===== src/rtl/bp_me_cache_dma_arbiter.sv =====
// bp_me_cache_dma_arbiter
// Shares one DRAM command/response link among several L2 slices. A header
// arbiter grants one slice per command, a write locks the data channel to that
// slice for a whole block, and an in-order tag FIFO steers read-response beats
// back to the slice that issued the command.
// Optional feature: define BP_ME_CACHE_DMA_ARB_FIXED_PRIO_EN for fixed-priority
// arbitration (lowest slice index wins). Round-robin is used otherwise.
// tag_els_p is expected to be a power of two, at least 2.
module bp_me_cache_dma_arbiter #(
  parameter int num_slices_p   = 2,
  parameter int header_width_p = 64,
  parameter int data_width_p   = 64,
  parameter int block_beats_p  = 8,
  parameter int tag_els_p      = 4
) (
  input  logic                                   clk_i,
  input  logic                                   reset_n_i,
  input  logic [num_slices_p*header_width_p-1:0] slice_cmd_header_i,
  input  logic [num_slices_p-1:0]                slice_cmd_header_v_i,
  input  logic [num_slices_p-1:0]                slice_cmd_wr_i,
  output logic [num_slices_p-1:0]                slice_cmd_header_yumi_o,
  input  logic [num_slices_p*data_width_p-1:0]   slice_cmd_data_i,
  input  logic [num_slices_p-1:0]                slice_cmd_data_v_i,
  output logic [num_slices_p-1:0]                slice_cmd_data_yumi_o,
  output logic [header_width_p-1:0]              mem_cmd_header_o,
  output logic                                   mem_cmd_header_v_o,
  input  logic                                   mem_cmd_header_yumi_i,
  output logic [data_width_p-1:0]                mem_cmd_data_o,
  output logic                                   mem_cmd_data_v_o,
  input  logic                                   mem_cmd_data_yumi_i,
  input  logic                                   mem_resp_header_v_i,
  output logic                                   mem_resp_header_ready_o,
  input  logic [data_width_p-1:0]                mem_resp_data_i,
  input  logic                                   mem_resp_data_v_i,
  output logic                                   mem_resp_data_ready_o,
  output logic [data_width_p-1:0]                slice_resp_data_o,
  output logic [num_slices_p-1:0]                slice_resp_data_v_o,
  input  logic [num_slices_p-1:0]                slice_resp_data_ready_i
);

  localparam int id_w   = $clog2(num_slices_p);
  localparam int cnt_w  = $clog2(block_beats_p);
  localparam int tag_aw = $clog2(tag_els_p);
  localparam logic [cnt_w-1:0] cnt_last = cnt_w'(block_beats_p - 1);

  typedef enum logic {CMD_IDLE, CMD_DATA}   cmd_state_e;
  typedef enum logic {RESP_IDLE, RESP_DATA} resp_state_e;

  cmd_state_e            cmd_state_r;
  resp_state_e           resp_state_r;
  logic [id_w-1:0]       lock_id_r;
  logic [id_w-1:0]       resp_id_r;
  logic [cnt_w-1:0]      cmd_cnt_r;
  logic [cnt_w-1:0]      resp_cnt_r;

  logic [id_w-1:0]       winner;
  logic                  winner_wr;
  logic                  any_v;
  logic                  push;
  logic                  pop;
  logic                  cmd_beat;
  logic                  resp_beat;

  // Tag FIFO: each entry is {slice id, is_write}
  logic [id_w:0]         tag_mem [tag_els_p];
  logic [tag_aw:0]       wptr_r;
  logic [tag_aw:0]       rptr_r;
  logic                  full;
  logic                  empty;
  logic [id_w:0]         head;

  logic [header_width_p-1:0] hdr_arr  [num_slices_p];
  logic [data_width_p-1:0]   data_arr [num_slices_p];

  for (genvar g = 0; g < num_slices_p; g++) begin : g_unpack
    assign hdr_arr[g]  = slice_cmd_header_i[g*header_width_p +: header_width_p];
    assign data_arr[g] = slice_cmd_data_i[g*data_width_p +: data_width_p];
  end

  // Index of the lowest set bit; 0 when none is set
  function automatic logic [id_w-1:0] lowest_set(input logic [num_slices_p-1:0] v);
    lowest_set = '0;
    for (int i = num_slices_p - 1; i >= 0; i--) begin
      if (v[id_w'(i)]) lowest_set = id_w'(i);
    end
  endfunction

  assign any_v = |slice_cmd_header_v_i;

`ifdef BP_ME_CACHE_DMA_ARB_FIXED_PRIO_EN
  assign winner = lowest_set(slice_cmd_header_v_i);
`else
  logic [id_w-1:0]         rr_r;
  logic [num_slices_p-1:0] hi_mask;
  logic [num_slices_p-1:0] hi_req;

  // Requests at or above the round-robin pointer take precedence, then wrap
  assign hi_mask = ~((num_slices_p'(1) << rr_r) - num_slices_p'(1));
  assign hi_req  = slice_cmd_header_v_i & hi_mask;
  assign winner  = (|hi_req) ? lowest_set(hi_req) : lowest_set(slice_cmd_header_v_i);

  // Advance the pointer past each granted slice
  always_ff @(posedge clk_i or negedge reset_n_i) begin
    if (!reset_n_i) begin
      rr_r <= '0;
    end else if (push) begin
      rr_r <= (winner == id_w'(num_slices_p - 1)) ? '0 : winner + 1'b1;
    end
  end
`endif

  assign winner_wr = slice_cmd_wr_i[winner];

  // Header and data channels are pure pass-through; reset masks the header
  // valid because a live slice request would otherwise leak through.
  assign mem_cmd_header_v_o = reset_n_i && (cmd_state_r == CMD_IDLE) && any_v && !full;
  assign mem_cmd_header_o   = hdr_arr[winner];
  assign push               = mem_cmd_header_v_o && mem_cmd_header_yumi_i;

  assign mem_cmd_data_o     = data_arr[lock_id_r];
  assign mem_cmd_data_v_o   = (cmd_state_r == CMD_DATA) && slice_cmd_data_v_i[lock_id_r];
  assign cmd_beat           = mem_cmd_data_v_o && mem_cmd_data_yumi_i;

  // Route the memory yumis back to the granted / locked slice only
  always_comb begin
    slice_cmd_header_yumi_o = '0;
    slice_cmd_data_yumi_o   = '0;
    if (push)     slice_cmd_header_yumi_o[winner] = 1'b1;
    if (cmd_beat) slice_cmd_data_yumi_o[lock_id_r] = 1'b1;
  end

  // Command FSM: grant headers in idle, stream a full write block when locked
  always_ff @(posedge clk_i or negedge reset_n_i) begin
    if (!reset_n_i) begin
      cmd_state_r <= CMD_IDLE;
      lock_id_r   <= '0;
      cmd_cnt_r   <= '0;
    end else begin
      case (cmd_state_r)
        CMD_IDLE: begin
          if (push && winner_wr) begin
            lock_id_r   <= winner;
            cmd_cnt_r   <= '0;
            cmd_state_r <= CMD_DATA;
          end
        end
        CMD_DATA: begin
          if (cmd_beat) begin
            cmd_cnt_r <= cmd_cnt_r + 1'b1;
            if (cmd_cnt_r == cnt_last) cmd_state_r <= CMD_IDLE;
          end
        end
        default: cmd_state_r <= CMD_IDLE;
      endcase
    end
  end

  // Full compares registered pointers, so a same-cycle pop never frees a slot
  assign full  = (wptr_r[tag_aw] != rptr_r[tag_aw]) &&
                 (wptr_r[tag_aw-1:0] == rptr_r[tag_aw-1:0]);
  assign empty = (wptr_r == rptr_r);
  assign head  = tag_mem[rptr_r[tag_aw-1:0]];

  // Tag storage holds data only; validity is tracked by the pointers
  always_ff @(posedge clk_i) begin
    if (push) tag_mem[wptr_r[tag_aw-1:0]] <= {winner, winner_wr};
  end

  // Tag FIFO pointers
  always_ff @(posedge clk_i or negedge reset_n_i) begin
    if (!reset_n_i) begin
      wptr_r <= '0;
      rptr_r <= '0;
    end else begin
      if (push) wptr_r <= wptr_r + 1'b1;
      if (pop)  rptr_r <= rptr_r + 1'b1;
    end
  end

  assign mem_resp_header_ready_o = (resp_state_r == RESP_IDLE) && !empty;
  assign pop                     = mem_resp_header_ready_o && mem_resp_header_v_i;
  assign mem_resp_data_ready_o   = (resp_state_r == RESP_DATA) && slice_resp_data_ready_i[resp_id_r];
  assign resp_beat               = mem_resp_data_v_i && mem_resp_data_ready_o;
  assign slice_resp_data_o       = mem_resp_data_i;

  // One-hot response valid toward the slice owning the current read block
  always_comb begin
    slice_resp_data_v_o = '0;
    if (resp_state_r == RESP_DATA) slice_resp_data_v_o[resp_id_r] = mem_resp_data_v_i;
  end

  // Response FSM: pop tags in issue order, stream read blocks to their owner
  always_ff @(posedge clk_i or negedge reset_n_i) begin
    if (!reset_n_i) begin
      resp_state_r <= RESP_IDLE;
      resp_id_r    <= '0;
      resp_cnt_r   <= '0;
    end else begin
      case (resp_state_r)
        RESP_IDLE: begin
          if (pop && !head[0]) begin
            resp_id_r    <= head[id_w:1];
            resp_cnt_r   <= '0;
            resp_state_r <= RESP_DATA;
          end
        end
        RESP_DATA: begin
          if (resp_beat) begin
            resp_cnt_r <= resp_cnt_r + 1'b1;
            if (resp_cnt_r == cnt_last) resp_state_r <= RESP_IDLE;
          end
        end
        default: resp_state_r <= RESP_IDLE;
      endcase
    end
  end

endmodule


===== config.mk =====
export PLATFORM = sky130hd
export DESIGN_NAME = bp_me_cache_dma_arbiter
export DESIGN_NICKNAME = d
export VERILOG_FILES = /design/src/rtl/bp_me_cache_dma_arbiter.sv
export SDC_FILE = /design/constraint.sdc
export NUM_CORES = 1
export LEC_CHECK = 0
export ABC_AREA = 1
export BUFFER_PORTS_ARGS = -buffer_cell sky130_fd_sc_hd__clkbuf_2
export CORE_AREA = 5 5 205 207
export CTS_BUF_LIST = sky130_fd_sc_hd__clkbuf_8
export DETAILED_ROUTE_END_ITERATION = 8
export DIE_AREA = 0 0 210 212
export HOLD_SLACK_MARGIN = 0.02
export MAX_ROUTING_LAYER = met4
export SKIP_CTS_REPAIR_TIMING = 1
export SLEW_MARGIN = 20
export SYNTH_ARGS = -nofsm -noshare
export SYNTH_HDL_FRONTEND = slang
export SYNTH_SLANG_ARGS = --single-unit
export TNS_END_PERCENT = 30

===== constraint.sdc =====
create_clock -name clk_i -period 3.3 [get_ports clk_i]
set_input_delay 0.66 -clock clk_i [delete_from_list [all_inputs] [get_ports clk_i]]
set_output_delay 0.66 -clock clk_i [all_outputs]
set_load 0.01 [all_outputs]

==> impl_results.md <==
* Reg2reg start: cmd_state_r
* Buf+Inv Stages, Crit Path at 2
* GR Overflow Total at 0
* Worst Hold Class: in -> async
* Seq cells post-synth at 18
* Io pins at 536
* Clk sinks at 18
* Port Buffers at 17
* RSZ-0062 raised after global routing: false
* Vias in the first global route at 1,218
* Pwr per Cell Area at approximately 530 nW/µm²
* CP Data Arrival Time at 1540 ps
* Worst-Skew Late Latency at approximately 250 ps
* Largest buffer count on any clock path at 2
* CTS Root Buffer Type: clkbuf_8
* Setup violators final at 0
* Synthesis Warnings at 0
* CP delay by family, top: flip-flops
* Fraction of layout cells with a size suffix above 1 at 18.99%
* Crit Path Category: reg -> out
* DRT iter0 DRCs at 25
* Drt via density at 1.677
* CP cell instances: xnor2_1 > nand3_1 > nand2_2 > inv_1 > clkbuf_2
* Post-Syn Instances at 331
* Mapped cell area at about 2600 µm²
* DIE HEIGHT at about 210 µm
* Min Clock Period, post-route at 2200 ps
* Area occupied by multi-input gates at 528.0 µm²
* Maximum VDD drop at 0.1431 mV
* Core area at 40,180 µm²
* Drt total wl at around 7600 µm
* RR Endpoint: tag_mem[3][0]
* Status: finished clean
* First-pass GRT wire length at 9404 µm
* Crit start category: flip-flop
* TNS Setup at 0 ps
* H-tree lvl count at 1
* # DRC at 0
* CTS clk-pin slew, worst paths at approximately 80 ps
* Die X at 210 µm
* Setup Skew at 4.176 ps
* Leakage at roughly 0.78 nW
* Fin. Hold Viols at 0
* Seq/Total Area, Yosys at a little under a fifth
* GRT Resource Usage Total at between 3 and 4%
* Via count at 1,157
* Finished Cell Area at around 1900 µm²
* FF-to-FF path depth at 7
* CP peak stage delay at 460 ps
* Pins Over Slew Limit at 0
* Pin count of the biggest net entering global routing at 15
* Worst setup EP type: output pin
* Post-route clock period utilization at 66.67%
* CP required at 2640 ps
* DRT Pass-1 Iters at 4
* Fillers at between 4k and 5k
* Slowest cell on the critical path: dfrtp_1
* Yosys cell types at 20
* HPWL after DPL at 6649 µm
* Placement Cell Area at roughly 1900 µm²
* Avg Synthesized Cell Area at 7.745 µm²
* Initial Util at 6.380%
* Max Cap Viol at 0
* Area of the die at approximately 45,000 µm²
* Nets at approximately 500
* CP Max Fanout at 6
* Antenna-violating nets left at 0
* CTS Buf Count at 3
* Register area at 470.5 µm²
* Worst R2R Setup Slack at ~1800 ps
* Max Clk Rate at between 400 and 500 MHz
* GP Congestion at just over 0.6
* Layout area overhead at -26.06%
* Number of diodes at 0
* CTS tree: yes
* Routed wire per std cell at between 10 and 15 µm
* # rows at 74
* Initial antenna violation count at 0
[placed cells by master, fill, tap and decap left out, drive strengths merged]
master,count
xor2,4
buf,1
dfrtp,14
inv,25
ha,9
nand3,11
conb,3
o21ai,4
edfxtp,4
nand4,2
clkbuf,20
nor2,10
nand2,49
xnor2,1
clkinv,1
[worst register-to-register path, stage by stage (launching register included)]
cell	delay (ps)
dfrtp_1	440
inv_2	70
nand2_1	60
nor2_1	240
nand2_4	110
nor2_8	150
inv_2	70
nor2_1	110
[cell type report]
type / instances / share of cell area (%)
flip-flops and latches: 18 / 24.82
well taps: 532 / 35.12
clock inverters: 1 / 0.1980
inverters: 25 / 4.950
multi-input cells: 93 / 27.85
clock buffers: 3 / 2.178
repair buffers: 18 / 4.884
[routing by layer]
| metal | vias to the layer above | share of wire [%] | wire [µm] | GRT usage (%) |
|---|---|---|---|---|
| li1 | 454 | - | - | - |
| met1 | 444 | 22 | 1677 | 1.910 |
| met2 | 149 | 37 | 2793 | 4.018 |
| met3 | 110 | 27 | 2066 | 3.910 |
| met4 | 0 | 13 | 1020 | 4.455 |
| met5 | - | 0 | 0 | - |
[power by group]
group | total (mW) | switching [mW] | internal [mW]
Clock | 0.162 | 0.0795 | 0.0828
Combinational | 0.453 | 0.279 | 0.173
Sequential | 0.395 | 0.0862 | 0.309
[kinds of logic (layout without fill, tap and decap cells)]
group / Yosys count / count (layout) / synth area share (%)
other cells: 1 / 3 / 0.1463
compound gates: 4 / 4 / 0.7809
flops: 18 / 18 / 18.35
buf+inv: 222 / 47 / 61.35
fa+ha+maj: 9 / 9 / 4.392
simple gates: 72 / 72 / 13.27
xor+xnor: 5 / 5 / 1.708
[synth_stat cells]
library cell  count  share of area, %
buf_4           197                58
nand2_1          47               6.9
inv_1            23               3.4
dfrtp_1          14                14
nand3_1          10               2.0
ha_1              9               4.4
nor2_1            8               1.2
edfxtp_1          4               4.7
xor2_1            4               1.4
inv_2             2              0.29
nand4_2           2              0.98
o21ai_0           2              0.39
o21ai_1           2              0.39
conb_1            1              0.15
nand2_2           1              0.24
nand2_4           1              0.44
nand3_2           1              0.39
nor2_4            1              0.44
nor2_8            1              0.78
xnor2_1           1              0.34
[sequential cells by signal, indices dropped and copies added, names as in the netlist]
signal and cells:
tag_mem 4, cmd_cnt_r 3, resp_cnt_r 3, rptr_r 3, wptr_r 3, cmd_state_r 1, resp_state_r 1
[per-stage QoR]
stage / setup slack (ps) / util, % / instances / hold WS (ps) / power, mW
after floorplan: 1373 / - / 333 / 364.4 / 0.9686
after global placement: 1103 / 4.605 / 686 / 502.9 / 0.8627
after detailed placement: 1097 / 4.605 / 686 / 508.9 / 0.8674
after CTS: 1050 / 4.717 / 690 / 394.8 / 1.040
after global routing: 949.2 / 4.717 / 690 / 401.7 / 1.119
final: 1100 / 4.717 / 690 / 375.8 / 1.010
[how the worst max path moves through the flow]
| stage | from | endpoint | slack [ps] | cells after the start |
|---|---|---|---|---|
| 2_1_floorplan | slice_cmd_header_v_i[1] | slice_cmd_header_yumi_o[0] | 1370 | 5 |
| 3_3_place_gp | reset_n_i | slice_cmd_header_yumi_o[0] | 1100 | 6 |
| 3_5_place_dp | reset_n_i | slice_cmd_header_yumi_o[0] | 1100 | 6 |
| 4_1_cts | rptr_r[0] | mem_resp_header_ready_o | 1050 | 5 |
| 5_1_grt | rptr_r[0] | mem_resp_header_ready_o | 950 | 5 |
| 6_report | rptr_r[0] | mem_resp_header_ready_o | 1100 | 5 |
(Power assumes the default switching activity.)
